**src/rtl/axis_y_packer.sv**
```systemverilog
// Purpose : narrows ROWS-word column beats and gathers R of them into one AXI-Stream word; flushes partial words on packet end.
// Latency : a word-completing beat appears on m_tvalid one cycle after it is accepted.
// Backpres: s_ready = !m_tvalid || m_tready; the output register holds while m_tvalid && !m_tready.
//
// Ports:
//   aclk, areset                 clock, asynchronous active-high reset
//   s_valid/s_ready/s_data       input beats, ROWS words of Y_BITS, row 0 in the LSBs
//   s_last                       end of tile, ORed into m_tuser of the word it lands in
//   s_last_pkt                   last beat of a packet (flushes a partial word)
//   s_bytes_per_transfer         expected packet size, sampled on a packet's first beat
//   m_tdata/m_tkeep/m_tvalid/m_tready/m_tlast/m_tuser   AXI-Stream output
//   err_bpt                      sticky packet-size mismatch
//   pkt_count                    completed packets, wrapping
// Build option: define Y_SATURATE_EN to saturate (signed) instead of truncating when narrowing.
module axis_y_packer #(
    parameter int ROWS       = 8,
    parameter int Y_BITS     = 32,
    parameter int Y_OUT_BITS = 8,
    parameter int AXI_WIDTH  = 128,
    parameter int W_BPT      = 16
) (
    input  logic                     aclk,
    input  logic                     areset,
    input  logic                     s_valid,
    output logic                     s_ready,
    input  logic [ROWS*Y_BITS-1:0]   s_data,
    input  logic                     s_last,
    input  logic                     s_last_pkt,
    input  logic [W_BPT-1:0]         s_bytes_per_transfer,
    output logic [AXI_WIDTH-1:0]     m_tdata,
    output logic [AXI_WIDTH/8-1:0]   m_tkeep,
    output logic                     m_tvalid,
    input  logic                     m_tready,
    output logic                     m_tlast,
    output logic                     m_tuser,
    output logic                     err_bpt,
    output logic [15:0]              pkt_count
);
    localparam int LANE_W = ROWS * Y_OUT_BITS;      // bits of one narrowed beat
    localparam int LB     = LANE_W / 8;             // bytes of one narrowed beat
    localparam int R      = AXI_WIDTH / LANE_W;     // beats per output word
    localparam int KW     = AXI_WIDTH / 8;
    localparam int LI_W   = (R > 1) ? $clog2(R) : 1;

    typedef enum logic [0:0] {S_IDLE, S_OPEN} state_t;

    state_t                 r_state;
    state_t                 w_state_nxt;
    logic [AXI_WIDTH-1:0]   r_acc;
    logic [LI_W-1:0]        r_lane;
    logic                   r_user_acc;
    logic [W_BPT-1:0]       r_byte_cnt;
    logic [W_BPT-1:0]       r_bpt_q;
    logic [AXI_WIDTH-1:0]   r_tdata;
    logic [KW-1:0]          r_tkeep;
    logic                   r_tvalid;
    logic                   r_tlast;
    logic                   r_tuser;
    logic                   r_err;
    logic [15:0]            r_pkt_cnt;

    logic [LANE_W-1:0]      w_narrow;
    logic [AXI_WIDTH-1:0]   w_acc_new;
    logic [KW-1:0]          w_keep;
    logic                   w_accept;
    logic                   w_complete;
    logic [W_BPT-1:0]       w_bpt_exp;
    logic [W_BPT-1:0]       w_cnt_next;

    assign s_ready    = !r_tvalid || m_tready;
    assign w_accept   = s_valid && s_ready;
    assign w_complete = (r_lane == LI_W'(R - 1)) || s_last_pkt;
    assign w_cnt_next = r_byte_cnt + W_BPT'(LB);
    // On a packet's first beat bpt_q is not loaded yet, so a one-beat packet compares against the live input.
    assign w_bpt_exp  = (r_state == S_IDLE) ? s_bytes_per_transfer : r_bpt_q;

    for (genvar g = 0; g < ROWS; g++) begin : g_row
        logic [Y_BITS-1:0]     w_in;
        logic [Y_OUT_BITS-1:0] w_out;
        assign w_in = s_data[g*Y_BITS +: Y_BITS];
`ifdef Y_SATURATE_EN
        // In range when every bit above the output sign bit is a copy of the input sign.
        always_comb begin
            if (w_in[Y_BITS-1:Y_OUT_BITS-1] == {(Y_BITS-Y_OUT_BITS+1){w_in[Y_BITS-1]}})
                w_out = w_in[Y_OUT_BITS-1:0];
            else if (w_in[Y_BITS-1])
                w_out = {1'b1, {(Y_OUT_BITS-1){1'b0}}};
            else
                w_out = {1'b0, {(Y_OUT_BITS-1){1'b1}}};
        end
`else
        logic w_unused_hi;
        assign w_out       = w_in[Y_OUT_BITS-1:0];
        assign w_unused_hi = ^w_in[Y_BITS-1:Y_OUT_BITS];
`endif
        assign w_narrow[g*Y_OUT_BITS +: Y_OUT_BITS] = w_out;
    end

    always_comb begin
        w_acc_new = r_acc;
        w_acc_new[r_lane*LANE_W +: LANE_W] = w_narrow;
    end

    always_comb begin
        w_keep = '0;
        for (int l = 0; l < R; l++) begin
            if (l <= int'(r_lane)) w_keep[l*LB +: LB] = '1;
        end
    end

    always_ff @(posedge aclk or posedge areset) begin
        if (areset) r_state <= S_IDLE;
        else        r_state <= w_state_nxt;
    end

    always_comb begin
        w_state_nxt = r_state;
        case (r_state)
            S_IDLE:  if (w_accept && !s_last_pkt) w_state_nxt = S_OPEN;
            S_OPEN:  if (w_accept && s_last_pkt)  w_state_nxt = S_IDLE;
            default: w_state_nxt = S_IDLE;
        endcase
    end

    always_ff @(posedge aclk or posedge areset) begin
        if (areset) begin
            r_acc      <= '0;
            r_lane     <= '0;
            r_user_acc <= 1'b0;
            r_byte_cnt <= '0;
            r_bpt_q    <= '0;
            r_err      <= 1'b0;
            r_pkt_cnt  <= '0;
        end else if (w_accept) begin
            if (r_state == S_IDLE) r_bpt_q <= s_bytes_per_transfer;
            if (w_complete) begin
                r_acc      <= '0;
                r_lane     <= '0;
                r_user_acc <= 1'b0;
            end else begin
                r_acc      <= w_acc_new;
                r_lane     <= r_lane + LI_W'(1);
                r_user_acc <= r_user_acc | s_last;
            end
            if (s_last_pkt) begin
                r_byte_cnt <= '0;
                r_pkt_cnt  <= r_pkt_cnt + 16'd1;
                if (w_cnt_next != w_bpt_exp) r_err <= 1'b1;
            end else begin
                r_byte_cnt <= w_cnt_next;
            end
        end
    end

    // A load wins over the handshake drop, so a word can replace the departing one without a bubble.
    always_ff @(posedge aclk or posedge areset) begin
        if (areset) begin
            r_tdata  <= '0;
            r_tkeep  <= '0;
            r_tvalid <= 1'b0;
            r_tlast  <= 1'b0;
            r_tuser  <= 1'b0;
        end else if (w_accept && w_complete) begin
            r_tdata  <= w_acc_new;
            r_tkeep  <= w_keep;
            r_tvalid <= 1'b1;
            r_tlast  <= s_last_pkt;
            r_tuser  <= r_user_acc | s_last;
        end else if (m_tready) begin
            r_tvalid <= 1'b0;
        end
    end

    assign m_tdata   = r_tdata;
    assign m_tkeep   = r_tkeep;
    assign m_tvalid  = r_tvalid;
    assign m_tlast   = r_tlast;
    assign m_tuser   = r_tuser;
    assign err_bpt   = r_err;
    assign pkt_count = r_pkt_cnt;

endmodule

```
**config.mk**
```make
export PLATFORM = sky130hd
export DESIGN_NAME = axis_y_packer
export DESIGN_NICKNAME = d
export VERILOG_FILES = /design/src/rtl/axis_y_packer.sv
export SDC_FILE = /design/constraint.sdc
export NUM_CORES = 1
export LEC_CHECK = 0
export ABC_AREA = 1
export CAP_MARGIN = 25
export CORE_ASPECT_RATIO = 0.5
export CORE_MARGIN = 8
export CORE_UTILIZATION = 46
export CTS_CLUSTER_SIZE = 8
export DETAILED_ROUTE_END_ITERATION = 6
export PLACE_DENSITY = 0.9
export RECOVER_POWER = 100
export SYNTH_ARGS = -nofsm -noshare
export SYNTH_HDL_FRONTEND = slang
export SYNTH_SLANG_ARGS = --single-unit
```
**constraint.sdc**
```tcl
create_clock -name aclk -period 14.1 [get_ports aclk]
set_input_delay 2.82 -clock aclk [delete_from_list [all_inputs] [get_ports aclk]]
set_output_delay 2.82 -clock aclk [all_outputs]
set_load 0.005 [all_outputs]
```
==> impl_metrics.ini, run 1 <==
[global_routing]
grt_start_max_net_pins = 217
first_pass_grt_wire_length_um = 57400
grt_antenna_before_repair = 3
grt_pass1_vias = 10816
met2_usage = 0.346
globalRouteTotalUtil = 0.201
globalRoute.busiestLayer = met2
grt-ovfl-total = 0
grt_util_met1 = 0.248
global_routing_usage_on_met3 = 0.0361

[logic_synthesis]
post_syn_instances = 1577
syn_avg_cell_area_um2 = 8.47
synthDominantAreaCellType = dfrtp_1
synth.cell_area_um2 = 13400
synth.yosys.warnings = 0
synth_top_family_by_area = simple AND/OR/NAND/NOR gates
synthAdderAreaFrac = 0.00187
netlist-cell-type-count = 35
synth_fp_nets = 1857
synth_simple_gate_area_frac = 0.181
netlist.area_leader.share = 0.581
yosys_register_bits = 310
synthMuxAreaShare = 0
ys_top_cells_by_area = dfrtp_1 58%, nand2_1 14%, o21ai_0 13%
synth_compound_area_frac = 0.141
yosysSeqAreaShare = 0.581
yosys.area_share.xor_xnor = 0.00787

[pwr]
powerDensity_nw_per_um2 = 158
cellLeakagePower_nw = 8.67
ir_worst_vdd_mv = 0.0817

[floorplanning]
die_height_um = 136
die_area_um2 = 35100
floorplan.io_pins = 443
fp.dieW_um = 257
floorplan_row_count = 44
initial_utilization = 0.464
core_um2 = 28800

[timing]
clock-skew-final_ns = 0.0168
totalNegativeSetupSlack_ns = 0
final-hold-violation-count = 0
timing.slew.headroom = -2.88
timing_max_transition_violations_final = 422
rsz0062_at_grt = no
layout_worst_path_cycle_share = 0.560
timing_worst_slew_pin_value_ns = 5.79
finalCriticalPeriod_ns = 7.90
achievable-frequency_ghz = 0.127
finalSetupViolCount = 0

[clocking]
clk_pin_slew_worst_setup_hold_paths_ns = 0.05
cts_setup_buffers = 0
ctsHoldBuffers = 0
clock_tree.buffer_depth = 3
cts_tree = yes
resized_cells_post_cts = 0
numCtsBuffers = 44
clk-insertion-delay-late_ns = 0.54
clock-root-buffer = clkbuf_16
htree_num_levels = 2
clkSinkCount = 310

[setup_path]
crit_chain = dlygate4sd3_1 -> inv_1 -> nand2_1 -> nand2_1 -> nor2_1 -> inv_8 -> clkbuf_1 -> o21ai_0
critical_path_required_ns = 14.32
crit_path_max_incr_delay_ns = 2.83
worst_setup_sp_type = primary input
worst-r2r-cell-count = 5
path_class = primary input to register
cp.buffers_inverters = 4
cp_common_cell = nand2_1
critical_path_peak_fanout = 216
crit_arrival_ns = 8.12
worst-path-stages = 8
critPathSlowestCell = clkbuf_1
r2r_setup_slack_ns = 8.59
critPathCaptureType = register
timing.critical_path.max_delay_family = buffers and inverters

[placed_design]
post-dp-hpwl_um = 24300
place_congestion = 0.869
port_buffers = 250

[routing]
antenna_violating_nets_post_route = 0
drtIter0Drc = 928
drc = 0
detail_route.vias_per_cell = 5.13
routedWlPerCell_um = 16.9
detail_route.first_pass.iterations = 7
routed_wirelength_um = 36700
total_via_count_after_detailed_routing = 11156

[layout]
fillCellCount = 2372
multi_input_area_um2 = 4370
final_core_utilization = 0.592
layout-drive-gt1-share = 0.0337
layout.area.seq_um2 = 7760
area_delta_synth_final_pct = 27.6
layout.nets = 2060

[status]
failed_checks = max-capacitance violations, max-slew violations
status = finished, violations left

[worst_hold_path]
hold_path.class = register to register
worstHoldPathCells = 2

[run]
drv.max_cap_violation_count = 5
power by group:
group / internal, W / switching (W)
clock: 0.000557 / 0.000368
sequential: 0.00105 / 0.000106
combinational: 0.000290 / 0.000326
cells in the final DEF, fill, tap and decap left out, drive strengths merged, types with 35 or more instances in the layout:
master,Yosys,routed
nand2,517,517
o21ai,350,350
dfrtp,310,310
inv,182,181
dlygate4sd3,0,167
clkdlybuf4s50,0,83
clkbuf,47,49
nand3,37,37
nor2,35,35
path summary, 6_finish.rpt:
check | start | to
setup / recovery | m_tready | m_tdata[73]$_DFFE_PP0P_
hold / removal | r_acc[114]$_DFFE_PP0P_ | r_acc[114]$_DFFE_PP0P_
hold reg to reg | r_acc[114]$_DFFE_PP0P_ | r_acc[114]$_DFFE_PP0P_
min in group asynchronous | areset | m_tdata[3]$_DFFE_PP0P_
max in group asynchronous | areset | m_tdata[27]$_DFFE_PP0P_
setup reg to reg | r_lane$_DFFE_PP0P_ | m_tdata[73]$_DFFE_PP0P_
worst min-delay path, stage by stage, from the launching register on:
cell and delay, ns:
dfrtp_1 0.33, nand2_1 0.05, inv_1 0.04
kinds of logic after synthesis:
logic type	count (synthesis)
AO/OA/AOI/OAI	369
XOR/XNOR	12
adder cells (fa/ha/maj)	2
buffers and inverters	281
flip-flops	310
AND/OR/NAND/NOR	603
flip-flops by register name (all words and copies together) (netlist names):
| name | cells |
|---|---|
| m_tkeep | 2 |
| m_tuser | 1 |
| m_tlast | 1 |
| r_user_acc | 1 |
| pkt_count | 16 |
| err_bpt | 1 |
| m_tdata | 128 |
| r_acc | 128 |
| r_state | 1 |
| r_byte_cnt | 13 |
| r_bpt_q | 16 |
| m_tvalid | 1 |
| r_lane | 1 |
synth_stat cells (all sizes together):
| library cell | number |
|---|---|
| o31ai | 1 |
| inv | 182 |
| nand3b | 3 |
| nand3 | 37 |
| xor2 | 8 |
| a21oi | 3 |
| o21bai | 1 |
| a21boi | 3 |
| clkbuf | 47 |
| o22ai | 8 |
| dfrtp | 310 |
| xnor2 | 4 |
| nor2 | 35 |
| nor3b | 1 |
| ha | 2 |
| buf | 52 |
| or2 | 1 |
| nor3 | 5 |
| a31oi | 3 |
| and3 | 1 |
| o21ai | 350 |
| nand2 | 517 |
| nand4 | 3 |
layer usage:
| metal | part of all wire | up-vias | routed length, um |
|---|---|---|---|
| met1 | 0.42 | 5379 | 15300 |
| li1 | - | 5357 | - |
| met5 | 0.00035 | - | 13 |
| met4 | 0.047 | 2 | 1710 |
| met3 | 0.044 | 103 | 1630 |
| met2 | 0.49 | 315 | 18000 |
stage by stage:
| stage | cells | power (W) | area, um^2 | setup WS (ns) | hold slack (ns) |
|---|---|---|---|---|---|
| after floorplan | 1577 | 0.00144 | 13400 | 2.71 | 0.431 |
| after global placement | 2125 | 0.00181 | 15900 | 7.31 | 0.443 |
| after detailed placement | 2125 | 0.00184 | 15900 | 7.28 | 0.447 |
| after CTS | 2173 | 0.00278 | 17100 | 7.28 | 0.460 |
| after global routing | 2175 | 0.00284 | 17000 | 5.62 | 0.475 |
| final | 2176 | 0.00270 | 17000 | 6.20 | 0.456 |
final cells by class:
| class | count | share of cell area |
|---|---|---|
| Antenna cell | 3 | 0.000440 |
| Clock buffer | 46 | 0.0656 |
| Clock inverter | 2 | 0.00294 |
| Inverter | 182 | 0.0407 |
| Multi-Input combinational cell | 986 | 0.257 |
| Sequential cell | 310 | 0.455 |
| Tap cell | 391 | 0.0287 |
| Timing Repair Buffer | 256 | 0.150 |
Power figures use the tool's default switching activity.
==> run 2, diff against run 1 <==
==> constraint.sdc (replaced) <==
create_clock -name aclk -period 7.52 [get_ports aclk]
set_input_delay 1.504 -clock aclk [delete_from_list [all_inputs] [get_ports aclk]]
set_output_delay 1.504 -clock aclk [all_outputs]
set_load 0.005 [all_outputs]
==> impl_metrics.ini, run 2 (same netlist as run 1, synthesis figures left out) <==
[global_routing]
first_pass_grt_wire_length_um = 57300
grt_pass1_vias = 10695
globalRouteTotalUtil = 0.200
grt-ovfl-total = 0
grt_start_max_net_pins = 192
grt_antenna_before_repair = 3

[placed_design]
dpl-instance-area_um2 = 16000
dp_worst_setup_slack_ns = 3.36
post-dp-hpwl_um = 24100
place_inst = 2128
port_buffers = 250
place_congestion = 0.843

[timing]
worst_slack_ns = 2.20
timing_worst_slew_pin_value_ns = 3.46
layout_worst_path_cycle_share = 0.707
timing.slew.headroom = -1.33
timing_max_transition_violations_final = 244
hold_ws_ns = 0.452
totalNegativeSetupSlack_ns = 0
rsz0062_at_grt = no
finalSetupViolCount = 0
final-hold-violation-count = 0
finalCriticalPeriod_ns = 5.32
clock-skew-final_ns = 0.0189
achievable-frequency_ghz = 0.188

[layout]
area_delta_synth_final_pct = 28.3
mostFrequentLayoutCells = 512 x nand2_1, 349 x o21ai_0, 309 x dfrtp_1, 179 x inv_1, 168 x dlygate4sd3_1
mostFrequentLayoutCell = nand2_1
stdcell_count = 2181
layout-drive-gt1-share = 0.0381
design_area_um2 = 17100
layout.nets = 2065

[routing]
drc = 0
drtIter0Drc = 1035
detail_route.first_pass.iterations = 5
detail_route.vias_per_cell = 5.11
total_via_count_after_detailed_routing = 11141
antenna_violating_nets_post_route = 0
routed_wirelength_um = 36400
routedWlPerCell_um = 16.7

[clocking]
numCtsBuffers = 44
clock_tree.buffer_depth = 3
resized_cells_post_cts = 0
clk_pin_slew_worst_setup_hold_paths_ns = 0.05
clkSinkCount = 310
clk-insertion-delay-late_ns = 0.54
htree_num_levels = 2
cts_setup_buffers = 0
ctsHoldBuffers = 0
clock-root-buffer = clkbuf_16
cts_tree = yes

[status]
status = finished, violations left
failed_checks = max-capacitance violations, max-slew violations

[pwr]
powerDensity_nw_per_um2 = 295
sequentialPowerShare = 0.426
combPwrFrac = 0.232
ir_worst_vdd_mv = 0.157
switching_share = 0.295
power.net_switching_w = 0.00149
cellLeakagePower_nw = 8.71
cellInternalPower_w = 0.00356
clkPwrFrac = 0.342

[run]
drv.max_cap_violation_count = 5

[floorplanning]
floorplan.io_pins = 443
die_height_um = 136
initial_utilization = 0.464
die_area_um2 = 35100
fp.dieW_um = 257
core_um2 = 28800
floorplan_row_count = 44

[setup_path]
critPathCaptureType = register
crit_arrival_ns = 5.72
critical_path_peak_fanout = 26
path_class = primary input to register
worst_setup_sp_type = primary input
critical_path_required_ns = 7.93

[worst_hold_path]
hold_path.class = register to register
[run 2: cell count changes in the layout (fill, tap and decap cells not counted), sizes merged]
cell           delta
clkbuf            +1
clkdlybuf4s50     -1
buf               +4
dlygate4sd3       +1
[run 2: power by group through the flow]
stage               Sequential [W]  Clock (W)  Combinational, W
floorplan                  0.00217          0          0.000537
global placement           0.00217          0           0.00123
detailed placement         0.00218          0           0.00126
CTS                        0.00216    0.00177           0.00127
global route               0.00219    0.00183           0.00130
finish                     0.00215    0.00173           0.00117
[run 2: metal layers]
metal  wire (um)  global-route usage  vias to the layer above  share of wire
li1            -                   -                     5366              -
met1       15000               0.252                     5287           0.41
met2       17400               0.326                      371           0.48
met3        1900              0.0392                      117          0.052
met4        2100               0.114                        0          0.058
met5           0                   0                        -              0
[run 2: metrics by stage]
| step | power [W] | util |
|---|---|---|
| after floorplan | 0.00270 | - |
| after global placement | 0.00339 | 0.554 |
| after detailed placement | 0.00344 | 0.554 |
| after CTS | 0.00520 | 0.595 |
| after global routing | 0.00532 | 0.595 |
| final | 0.00506 | 0.595 |
[run 2: area by class of cell]
type	instances	area (um^2)
Clock inverter	2	50.0
Tap cell	391	489
Clock buffer	46	1120
Multi-Input combinational cell	986	4400
Inverter	182	693
Fill cell	2321	11700
Sequential cell	310	7760
Antenna cell	3	7.51
Timing Repair Buffer	261	2620
[run 2: path summary, 6_finish.rpt]
path                                        endpoint  cells past startpoint                 from  slack, ns
setup / recovery           pkt_count[14]$_DFFE_PP0P_                      9              s_valid       2.20
hold / removal                   err_bpt$_DFFE_PP0P_                      2  err_bpt$_DFFE_PP0P_       0.45
setup reg to reg             m_tdata[52]$_DFFE_PP0P_                      5   r_lane$_DFFE_PP0P_       3.32
hold reg to reg                  err_bpt$_DFFE_PP0P_                      2  err_bpt$_DFFE_PP0P_       0.45
max in group asynchronous      r_acc[75]$_DFFE_PP0P_                      3               areset       2.86
min in group asynchronous     r_acc[127]$_DFFE_PP0P_                      2               areset       1.78
[run 2: worst max-delay path, cell delays in order]
cell             delay [ns]
clkdlybuf4s50_1        0.53
a21boi_0               2.57
nand2_4                0.21
nor2_4                 0.24
nand3_2                0.12
nor3_2                 0.21
nand3_1                0.12
o21ai_1                0.14
nand2_1                0.07
==> run 3, diff against run 2 <==
--- a/config.mk
+++ b/config.mk
@@ -9,10 +9,10 @@
 export CAP_MARGIN = 25
 export CORE_ASPECT_RATIO = 0.5
 export CORE_MARGIN = 8
-export CORE_UTILIZATION = 46
+export CORE_UTILIZATION = 42
 export CTS_CLUSTER_SIZE = 8
 export DETAILED_ROUTE_END_ITERATION = 6
-export PLACE_DENSITY = 0.9
+export PLACE_DENSITY = 0.87
 export RECOVER_POWER = 100
 export SYNTH_ARGS = -nofsm -noshare
 export SYNTH_HDL_FRONTEND = slang
==> constraint.sdc (replaced) <==
create_clock -name aclk -period 4.52 [get_ports aclk]
set_input_delay 0.904 -clock aclk [delete_from_list [all_inputs] [get_ports aclk]]
set_output_delay 0.904 -clock aclk [all_outputs]
set_load 0.005 [all_outputs]
==> impl_metrics.ini, run 3 (same netlist as run 1, synthesis figures left out) <==
[status]
status = finished, violations left
failed_checks = max-capacitance violations, max-slew violations

[pwr]
powerDensity_nw_per_um2 = 493
ir_worst_vdd_mv = 0.278
cellLeakagePower_nw = 8.71

[clocking]
clk_pin_slew_worst_setup_hold_paths_ns = 0.05
clk-insertion-delay-late_ns = 0.53
clkSinkCount = 310
clock_tree.buffer_depth = 3
htree_num_levels = 2
ctsHoldBuffers = 0
cts_tree = yes
cts_setup_buffers = 0
clock-root-buffer = clkbuf_16
resized_cells_post_cts = 0
numCtsBuffers = 44

[layout]
mostFrequentLayoutCell = nand2_1
mostFrequentLayoutCells = 512 x nand2_1, 350 x o21ai_0, 309 x dfrtp_1, 179 x inv_1, 168 x dlygate4sd3_1
stdcell_count = 2226
layout.nets = 2069
final_core_utilization = 0.546
area_delta_synth_final_pct = 28.6
layout-drive-gt1-share = 0.0379

[setup_path]
critical_path_peak_fanout = 26
r2r_setup_slack_ns = 1.18
path_class = primary input to register
crit_path_start = s_valid
critical_path_required_ns = 4.94
worst-r2r-cell-count = 4
worst_setup_sp_type = primary input
r2r_end = m_tdata[55]$_DFFE_PP0P_
critPathCapture = pkt_count[14]$_DFFE_PP0P_
critPathCaptureType = register
crit_arrival_ns = 3.91
regToRegStartpoint = r_lane$_DFFE_PP0P_

[timing]
totalNegativeSetupSlack_ns = 0
worst_slack_ns = 1.02
clock-skew-final_ns = 0.0115
hold_ws_ns = 0.456
achievable-frequency_ghz = 0.286
final-hold-violation-count = 0
rsz0062_at_grt = no
timing_max_transition_violations_final = 333
finalSetupViolCount = 0
timing.slew.headroom = -0.319
timing_worst_slew_pin_value_ns = 1.98
layout_worst_path_cycle_share = 0.774
finalCriticalPeriod_ns = 3.50

[floorplanning]
initial_utilization = 0.424
core_um2 = 31500
fp.dieW_um = 268
die_height_um = 142
floorplan_row_count = 46
floorplan.io_pins = 443
die_area_um2 = 38100

[global_routing]
grt-ovfl-total = 0
globalRouteTotalUtil = 0.188
grt_antenna_before_repair = 2
grt_start_max_net_pins = 136
grt_pass1_vias = 10672
first_pass_grt_wire_length_um = 57700

[routing]
drc = 0
drtIter0Drc = 830
detail_route.vias_per_cell = 4.92
total_via_count_after_detailed_routing = 10954
routedWlPerCell_um = 16.5
detail_route.first_pass.iterations = 5
routed_wirelength_um = 36700
antenna_violating_nets_post_route = 0

[run]
drv.max_cap_violation_count = 3

[worst_hold_path]
hold_path.class = register to register
min_from = r_acc[78]$_DFFE_PP0P_

[placed_design]
place_congestion = 0.885
post-dp-hpwl_um = 24900
port_buffers = 250
dp_worst_setup_slack_ns = 1.55
place_inst = 2174
[run 3: worst min path at each step]
stage,to,slack (ns),cells past startpoint
6_report,r_acc[78]$_DFFE_PP0P_,0.46,2
5_1_grt,r_acc[104]$_DFFE_PP0P_,0.48,2
4_1_cts,r_acc[78]$_DFFE_PP0P_,0.46,2
3_5_place_dp,r_acc[78]$_DFFE_PP0P_,0.45,2
3_3_place_gp,r_acc[94]$_DFFE_PP0P_,0.44,2
2_1_floorplan,r_acc[100]$_DFFE_PP0P_,0.43,2
[run 3: metal layers]
layer	wire [um]	GRT usage
met4	1970	0.107
met3	1690	0.0350
met2	18200	0.312
met1	14800	0.231
met5	0	0
[run 3: final cells by class]
cell class	instances	area [um^2]
Fill cell	2705	14300
Sequential cell	310	7760
Multi-Input combinational cell	986	4380
Timing Repair Buffer	265	2620
Clock buffer	47	1140
Inverter	182	693
Tap cell	432	541
Clock inverter	2	40.0
Antenna cell	2	5.00
[run 3: worst max-delay path, stage by stage]
cell           delay [ns]
dlygate4sd3_1        0.54
a21boi_0             0.20
clkbuf_1             1.09
nand2_4              0.14
nor2_1               0.23
nand3_1              0.14
nor3_1               0.26
nand3_1              0.15
o21ai_0              0.18
nand2_1              0.07
[run 3: power by group]
| group | total [W] | internal, W | leakage [nW] | switching [W] |
|---|---|---|---|---|
| Clock | 0.00292 | 0.00177 | 0.582 | 0.00115 |
| Sequential | 0.00358 | 0.00328 | 4.06 | 0.000306 |
| Combinational | 0.00196 | 0.000913 | 4.07 | 0.00105 |
| Total | 0.00847 | 0.00596 | 8.71 | 0.00250 |
[run 3: stage by stage]
| step | area, um^2 | total power [W] |
|---|---|---|
| 5_1_grt | 17200 | 0.00892 |
| 2_1_floorplan | 13400 | 0.00450 |
| 3_3_place_gp | 16100 | 0.00567 |
| 6_report | 17200 | 0.00847 |
| 3_5_place_dp | 16100 | 0.00576 |
| 4_1_cts | 17300 | 0.00872 |
